<file path="config.mk">
export PLATFORM = sky130hd
export DESIGN_NAME = cpu_datapath
export DESIGN_NICKNAME = d
export VERILOG_FILES = /design/src/rtl/cpu_datapath.sv
export SDC_FILE = /design/constraint.sdc
export NUM_CORES = 1
export LEC_CHECK = 0
export BUFFER_PORTS_ARGS = -buffer_cell sky130_fd_sc_hd__buf_4
export CAP_MARGIN = 40
export CORE_MARGIN = 1.5
export CORE_UTILIZATION = 41
export DETAILED_ROUTE_END_ITERATION = 6
export PLACE_DENSITY = 0.61
export RECOVER_POWER = 100
export SYNTH_ARGS = -nofsm -noshare
export SYNTH_HDL_FRONTEND = slang
export SYNTH_SLANG_ARGS = --single-unit
</file>
<file path="constraint.sdc">
create_clock -name clk -period 4.42 [get_ports clk]
set_input_delay 0.884 -clock clk [delete_from_list [all_inputs] [get_ports clk]]
set_output_delay 0.884 -clock clk [all_outputs]
set_load 0.02 [all_outputs]
</file>
<file path="src/rtl/cpu_datapath.sv">
// cpu_datapath: PC, IR, ACC, register file, ALU and z/c flags for the
// accumulator CPU. The controller FSM drives the load/select strobes and
// observes op, z and c.
// Build option: define DP_MOVE_FLAGS_EN so that move/immediate loads into
// ACC (SelAcc = 10/11) also set z from the new ACC and clear c.
module cpu_datapath #(
  parameter int DW   = 8,
  parameter int AW   = 8,
  parameter int NREG = 4
) (
  input  logic          clk,
  input  logic          CLB,
  input  logic [7:0]    imem_data,
  input  logic          LoadIR,
  input  logic          IncPC,
  input  logic          SelPC,
  input  logic          LoadPC,
  input  logic          LoadReg,
  input  logic          LoadAcc,
  input  logic [1:0]    SelAcc,
  input  logic [3:0]    SelALU,
  output logic [AW-1:0] imem_addr,
  output logic [3:0]    op,
  output logic          z,
  output logic          c,
  output logic [DW-1:0] acc_out
);

  localparam int RI = (NREG > 1) ? $clog2(NREG) : 1;

  localparam logic [3:0] OP_ADD = 4'b0001;
  localparam logic [3:0] OP_SUB = 4'b0010;
  localparam logic [3:0] OP_NOR = 4'b0011;
  localparam logic [3:0] OP_SHL = 4'b1011;
  localparam logic [3:0] OP_SHR = 4'b1100;

  logic [AW-1:0] pc_q, pc_d;
  logic [7:0]    ir_q, ir_d;
  logic [DW-1:0] acc_q, acc_d;
  logic          z_q, z_d;
  logic          c_q, c_d;
  logic [DW-1:0] rf_q [NREG];

  logic [RI-1:0] rs;
  logic [DW-1:0] rs_val;
  logic [DW-1:0] imm_dw;
  logic [AW-1:0] imm_aw;
  logic [AW-1:0] rs_pc;
  logic [DW:0]   add_full;
  logic [DW:0]   sub_full;
  logic [DW-1:0] alu_res;
  logic          alu_c;
  logic          alu_valid;
  logic          jump_taken;

  assign rs       = ir_q[RI-1:0];
  assign rs_val   = rf_q[rs];
  assign add_full = {1'b0, acc_q} + {1'b0, rs_val};
  // Top bit of the extended difference is the borrow (ACC < R).
  assign sub_full = {1'b0, acc_q} - {1'b0, rs_val};

  // Zero-extend the 4-bit immediate and R[rs] to the widths that consume them
  always_comb begin
    imm_dw = '0;
    imm_aw = '0;
    rs_pc  = '0;
    for (int i = 0; i < 4 && i < DW; i++) imm_dw[i] = ir_q[i];
    for (int i = 0; i < 4 && i < AW; i++) imm_aw[i] = ir_q[i];
    for (int i = 0; i < AW && i < DW; i++) rs_pc[i] = rs_val[i];
  end

  // ALU: result, carry/borrow and whether the code is a flag-setting ALU op
  always_comb begin
    alu_res   = acc_q;
    alu_c     = 1'b0;
    alu_valid = 1'b1;
    case (SelALU)
      OP_ADD: begin
        alu_res = add_full[DW-1:0];
        alu_c   = add_full[DW];
      end
      OP_SUB: begin
        alu_res = sub_full[DW-1:0];
        alu_c   = sub_full[DW];
      end
      OP_NOR: alu_res = ~(acc_q | rs_val);
      OP_SHL: begin
        alu_res = acc_q << 1;
        alu_c   = acc_q[DW-1];
      end
      OP_SHR: begin
        alu_res = acc_q >> 1;
        alu_c   = acc_q[0];
      end
      default: alu_valid = 1'b0;
    endcase
  end

  // Jump decision: zero-conditional and carry-conditional jump opcodes
  always_comb begin
    jump_taken = 1'b0;
    if (LoadPC) begin
      case (ir_q[7:4])
        4'b0110, 4'b0111: jump_taken = z_q;
        4'b1000, 4'b1010: jump_taken = c_q;
        default:          jump_taken = 1'b0;
      endcase
    end
  end

  // Next-state for PC, IR, ACC and flags; a taken jump overrides IncPC
  always_comb begin
    pc_d  = pc_q;
    ir_d  = ir_q;
    acc_d = acc_q;
    z_d   = z_q;
    c_d   = c_q;

    if (jump_taken) begin
      pc_d = SelPC ? rs_pc : imm_aw;
    end else if (IncPC) begin
      pc_d = pc_q + AW'(1);
    end

    if (LoadIR) ir_d = imem_data;

    if (LoadAcc) begin
      case (SelAcc)
        2'b00:   acc_d = alu_res;
        2'b10:   acc_d = rs_val;
        2'b11:   acc_d = imm_dw;
        default: acc_d = acc_q;
      endcase
    end

    if (LoadAcc && (SelAcc == 2'b00) && alu_valid) begin
      z_d = (alu_res == '0);
      c_d = alu_c;
    end
`ifdef DP_MOVE_FLAGS_EN
    else if (LoadAcc && SelAcc[1]) begin
      z_d = (acc_d == '0);
      c_d = 1'b0;
    end
`endif
  end

  // State registers; CLB clears everything asynchronously
  always_ff @(posedge clk or negedge CLB) begin
    if (!CLB) begin
      pc_q  <= '0;
      ir_q  <= '0;
      acc_q <= '0;
      z_q   <= 1'b0;
      c_q   <= 1'b0;
    end else begin
      pc_q  <= pc_d;
      ir_q  <= ir_d;
      acc_q <= acc_d;
      z_q   <= z_d;
      c_q   <= c_d;
    end
  end

  // Register file write: R[rs] takes the pre-edge ACC
  always_ff @(posedge clk or negedge CLB) begin
    if (!CLB) begin
      for (int i = 0; i < NREG; i++) rf_q[i] <= '0;
    end else if (LoadReg) begin
      rf_q[rs] <= acc_q;
    end
  end

  assign imem_addr = pc_q;
  assign op        = ir_q[7:4];
  assign z         = z_q;
  assign c         = c_q;
  assign acc_out   = acc_q;

endmodule

</file>
* Word level (Yosys, flattened, before mapping)
Cells that the tools add are included.
Widths: inputs -> output; s select.
** Storage, ports and cells
- Register bits after elaboration :: 58
- Input bits :: 22
- Output and inout port bits :: 22
- Word-level logic and storage cells :: 54
** Cells by class
- Add/subtract/negate cells :: 3
- Order comparisons :: 2
- Eq/ne operators :: 11
- Multiplexer cells :: 15
- Bitwise operators :: 3
- Reductions and logical operators :: 11
** Operators with widths (count)
- $mux 8 :: 6
- $pmux 8 s5 :: 1
- $bwmux 32 :: 1
- $pmux 8 s3 :: 1
- $bmux 8 s2 :: 1
- $demux 8 s2 :: 1
- $eq 4x4->1 const B :: 4
- $add 8x8->9 :: 1
- $sub 8x8->9 :: 1
- $add 8x1->8 const B :: 1
- $eq 4x2->1 const B :: 2
- $eq 4x3->1 const B :: 2
- $logic_not 8->1 :: 1
- $not 8->8 :: 1
- $or 8x8->8 :: 1
- $reduce_or 5->1 :: 1
- $eq 2x2->1 const B :: 2
- $eq 4x1->1 const B :: 1
- $pmux 1 s4 :: 1
- $reduce_or 2->1 :: 2
- $ge 3x3->1 const B :: 1
- $logic_and 1x1->1 :: 3
- $lt 3x1->1 const B :: 1
- $not 2->3 :: 1
- 6 further kinds :: 7

* Logic depth before layout (Yosys ltp)
- Depth after elaboration :: 8
- Gate-level depth with buffers :: 13
- Depth with buffers taken out :: 11

* Least setup slack after synthesis
Ideal clock, no wire load.
- Path kind :: reg2reg
- Start point :: register ir_q[0]
- End point :: register z_q, in the netlist z
- Setup time :: 0.092 ns
- Data arrival time :: 2.916 ns
- Required time :: 4.328 ns
- Slack :: 1.412 ns
- Stages on the path, launching flop included :: 14
- Buffers on the path :: 3
- Period minus slack after synthesis :: 3.008 ns
- Path through :: dfrtp_1 buf_2 buf_2 mux4_2 inv_1 ha_1 buf_2 and3_1 a221oi_2 xor2_1 nor2_1 o32ai_1 nand4_1 o31ai_2
** On the way
- Word-level cells in the longest chain between the ends :: 8
- Elaborated cells on any way between the ends :: 10
- Classes of those cells :: add/sub: 2; mux: 4; bitwise: 3; reduce/logical: 1
** RTL lines
- start, declared :: line 38 : logic [7:0] ir_q, ir_d;
- start signal, assigned :: line 158 : ir_q <= ir_d;
- $not 2->3 (implied by the code) (*) :: line 57 : assign rs_val = rf_q[rs];
- $bmux 8 s2 (*) :: line 57
- $mux 8 (implied by the code) (*) (2 in a row) :: line 57
- branches (longest 2 deep; another with $sub 8x8->9)
- $pmux 8 s5 (*) :: line 77 : case (SelALU)
- $logic_not 8->1 (*) :: line 137 : z_d = (alu_res == '0);
- end signal, assigned :: line 160 : z_q <= z_d;
- end, declared :: line 40 : logic z_q, z_d;
Every way passes the cells marked *. The select of a mux whose other input is x is not followed.
A chain may end at the register's enable or synchronous reset.

* Final worst setup path
Ends and elaborated chain as after synthesis.

==> metrics.md <==
| Metric | Value |
|---|---|
| Status | `finished with violations` |
| Failing checks | `capacitance limit, slew limit` |
| Reg-to-Reg End | `z$_DFFE_PN0P_` |
| Share of cells above drive strength 1 | `16.2%` |
| CP Launch Point | `ir_q[0]$_DFFE_PN0P_` |
| Final nets | `489` |
| First-pass GRT wire length | `16900 um` |
| CP Class | `flip-flop to flip-flop` |
| CP max stage delay | `800 ps` |
| Multi-input logic area | `2340 um2` |
| Antenna Violating Nets Remaining | `0` |
| Worst-path fanout max | `15` |
| # resized after CTS | `0` |
| Synth Warn # | `0` |
| Chip height | `102 um` |
| Final hold vios | `0` |
| Worst r2r src | `ir_q[0]$_DFFE_PN0P_` |
| Initial core utilization | `41.8%` |
| Clock Skews | `12.3 ps` |
| Leading area contributor after synthesis | `dfrtp_1` |
| Vias in the first global route | `3093` |
| Fin crit share | `84.9%` |
| Fill count | `997` |
| Crit path to | `z$_DFFE_PN0P_` |
| # clock sinks | `58` |
| Synth cell types | `69` |
| Final core utilization | `46.6%` |
| Initial antenna violation count | `0` |
| P_sw | `1.04 mW` |
| Postcts setup bufs | `0` |
| Largest net degree at the start of global routing | `59` |
| Worst reg2reg path depth | `10` |
| Clock Power Share | `20.8%` |
| Num ports | `44` |
| Pwr Density | `549 nW/um2` |
| CP top delay family | `compound AO/OA/AOI/OAI gates` |
| CTS buffer count | `9` |
| Clock transition at the registers of the reported paths | `80 ps` |
| Clk_lat worst skew | `340 ps` |
| Ant. Diodes | `0` |
| Total track usage | `21.4%` |
| DRC violations left | `0` |
| Syn_area_per_cell | `9.85 um2` |
| Main area contributors after synthesis | `dfrtp_1, ha_1, mux2_2` |
| Total Power | `2.47 mW` |
| Worst path depth | `10` |
| RSZ-0062 raised after global routing | `no` |
| Post-Route WL | `10600 um` |
| CP Cell Sequence | `mux4_2, inv_1, ha_1, or2_0, a221oi_1, or4_1, a21oi_1, o32ai_1, nand4_1, o31ai_1` |
| Die width | `102 um` |
| Yosys top cell area share | `36.0%` |
| FMAX | `0.266 GHz` |
| Number of synthesized flops with an enable pin | `0` |
| I/O Buffers | `43` |
| Part of the power in registers | `34.8%` |
| Asr flop ratio synth | `100%` |
| Grt total ovfl | `0` |
| Synth Instances | `409` |
| Main synth FF type | `dfrtp_1` |
| Rows | `36` |
| Root Driver | `clkbuf_8` |
| Vias per inst | `5.56` |
| Hold Buf Count CTS | `0` |
| CP Data Required Time | `4670 ps` |
| Critical Path Start Type | `flip-flop` |
| R2r setup slk | `670 ps` |
| Cell area after synthesis | `4030 um2` |
| Core area | `9640 um2` |
| Avg WL per Cell | `18.3 um` |
| # setup viols final | `0` |
| Max Cap Viol | `1` |
| Tmin final | `3750 ps` |
| Worst path slowest cell | `dfrtp_1` |
| Max Root-Sink Buffers | `2` |
| Syn_nets | `458` |
| Hold WC Path Type | `flip-flop to flip-flop` |
| TritonCTS clock tree | `yes` |
| Logic pwr share | `44.4%` |
| Max VDD drop | `183 uV` |
| Seq. cell area | `1450 um2` |
| Max-slew violations | `59` |
| Slew margin rel. | `-103%` |
| Buf/Inv on CP | `1` |
| Synth Register Bits | `58` |
| Worst Tran Pin Value | `3050 ps` |
| Sw frac | `42.1%` |
| Vias | `3214` |
| Int Pwr | `1.43 mW` |
| Routability cong. | `0.904` |
| Post-DP HPWL | `7940 um` |
| 1st-iter DRT viols | `166` |
| Max H-tree Level | `3` |
| First-pass detailed-route iteration total | `5` |
| Overall die area | `10400 um2` |
| Nature of the critical path endpoint | `flip-flop` |
| Sequential area share after synthesis | `36.0%` |
| Critical path data arrival time | `4000 ps` |
| Total negative slack | `0 ps` |
| Area grow syn2layout | `11.5%` |
| Pleak | `1.92 nW` |
## worst reg2reg max path, stage by stage (launching register included)
cell	delay, ps
dfrtp_1	800
mux4_2	650
inv_1	190
ha_1	270
or2_0	250
a221oi_1	510
or4_1	190
a21oi_1	60
o32ai_1	330
nand4_1	170
o31ai_1	240
## flip-flops by register name, indices dropped and copies added, names as in the netlist
| name | count |
|---|---|
| c | 1 |
| rf_q | 32 |
| ir_q | 8 |
| z | 1 |
| acc_out | 8 |
| imem_addr | 8 |
## routing by layer
| metal | up-vias | share of wire [%] | track usage (%) |
|---|---|---|---|
| li1 | 1550 | - | - |
| met1 | 1557 | 46 | 30.6 |
| met2 | 88 | 48 | 33.5 |
| met3 | 19 | 4.0 | 3.63 |
| met4 | 0 | 1.9 | 6.11 |
| met5 | - | 0 | 0 |
## worst min path at each step
stage | from | end | slack, ps | cells after the start
finish | rf_q[4]$_DFFE_PN0P_ | rf_q[4]$_DFFE_PN0P_ | 480 | 2
global route | rf_q[16]$_DFFE_PN0P_ | rf_q[16]$_DFFE_PN0P_ | 510 | 2
CTS | rf_q[4]$_DFFE_PN0P_ | rf_q[4]$_DFFE_PN0P_ | 480 | 2
detailed placement | rf_q[4]$_DFFE_PN0P_ | rf_q[4]$_DFFE_PN0P_ | 470 | 2
global placement | rf_q[12]$_DFFE_PN0P_ | rf_q[12]$_DFFE_PN0P_ | 460 | 2
floorplan | rf_q[10]$_DFFE_PN0P_ | rf_q[10]$_DFFE_PN0P_ | 440 | 2
## final cells by class
cell class                 count  area share, %
tap                          133           3.70
timing repair buffer          44           5.35
sequential                    58           32.3
clock inverter                 6           1.48
clock buffer                  10           3.06
inverter                      23           1.92
multi-input combinational    304           52.2
## through the flow
step	setup WS (ps)	instances	hold WS, ps	area, um2
after floorplan	1410	409	445	4030
after global placement	1030	561	458	4390
after detailed placement	891	562	466	4390
after CTS	882	578	481	4600
after global routing	341	578	506	4490
final	666	578	478	4490
## synth_stat cells (4+ instances only)
cell and n:
ha_1 25, nand3_1 8, nand2b_1 6, a22o_1 5, nor2_1 14, clkbuf_1 9
dfrtp_1 58, o21ai_0 35, nand3b_1 6, nand4_1 4, nor2b_1 6, a21oi_1 27
xnor2_1 4, inv_1 23, xor2_1 6, o21ai_1 5, buf_2 7, nand2_1 47
mux4_2 8, buf_4 7, a211oi_1 4, mux2_2 20, mux2i_1 8
## cell usage in the layout, fill, tap and decap left out, types with 4 or more instances in the layout
cell type   n
mux2i_1     8
ha_1       25
a22o_1      5
nor2b_1     6
a21oi_1    27
xnor2_1     4
nor2_1     14
nand2b_1    6
mux4_2      8
nand3b_1    6
nand3_1     8
nand4_1     4
nand2_1    47
xor2_1      6
clkbuf_1   24
a211oi_1    4
o21ai_0    37
a221oi_1    4
inv_1      23
dfrtp_1    58
buf_4      20
mux2_2     20
clkbuf_8   10
## kinds of logic after synthesis
logic type	share of synthesized area, %
AND/OR/NAND/NOR	16.1
AO/OA/AOI/OAI	19.5
flip-flops	36.0
buffers and inverters	5.43
multiplexers	12.0
adder cells (fa/ha/maj)	8.76
XOR/XNOR	2.17
## power groups by stage
| stage | logic [mW] | registers [mW] | clock network (mW) |
|---|---|---|---|
| 6_report | 1.10 | 0.859 | 0.513 |
| 5_1_grt | 1.23 | 0.888 | 0.547 |
| 4_1_cts | 1.15 | 0.862 | 0.526 |
| 3_5_place_dp | 1.15 | 0.873 | 0 |
| 3_3_place_gp | 1.14 | 0.867 | 0 |
| 2_1_floorplan | 0.768 | 0.886 | 0 |
(Power assumes the default switching activity.)
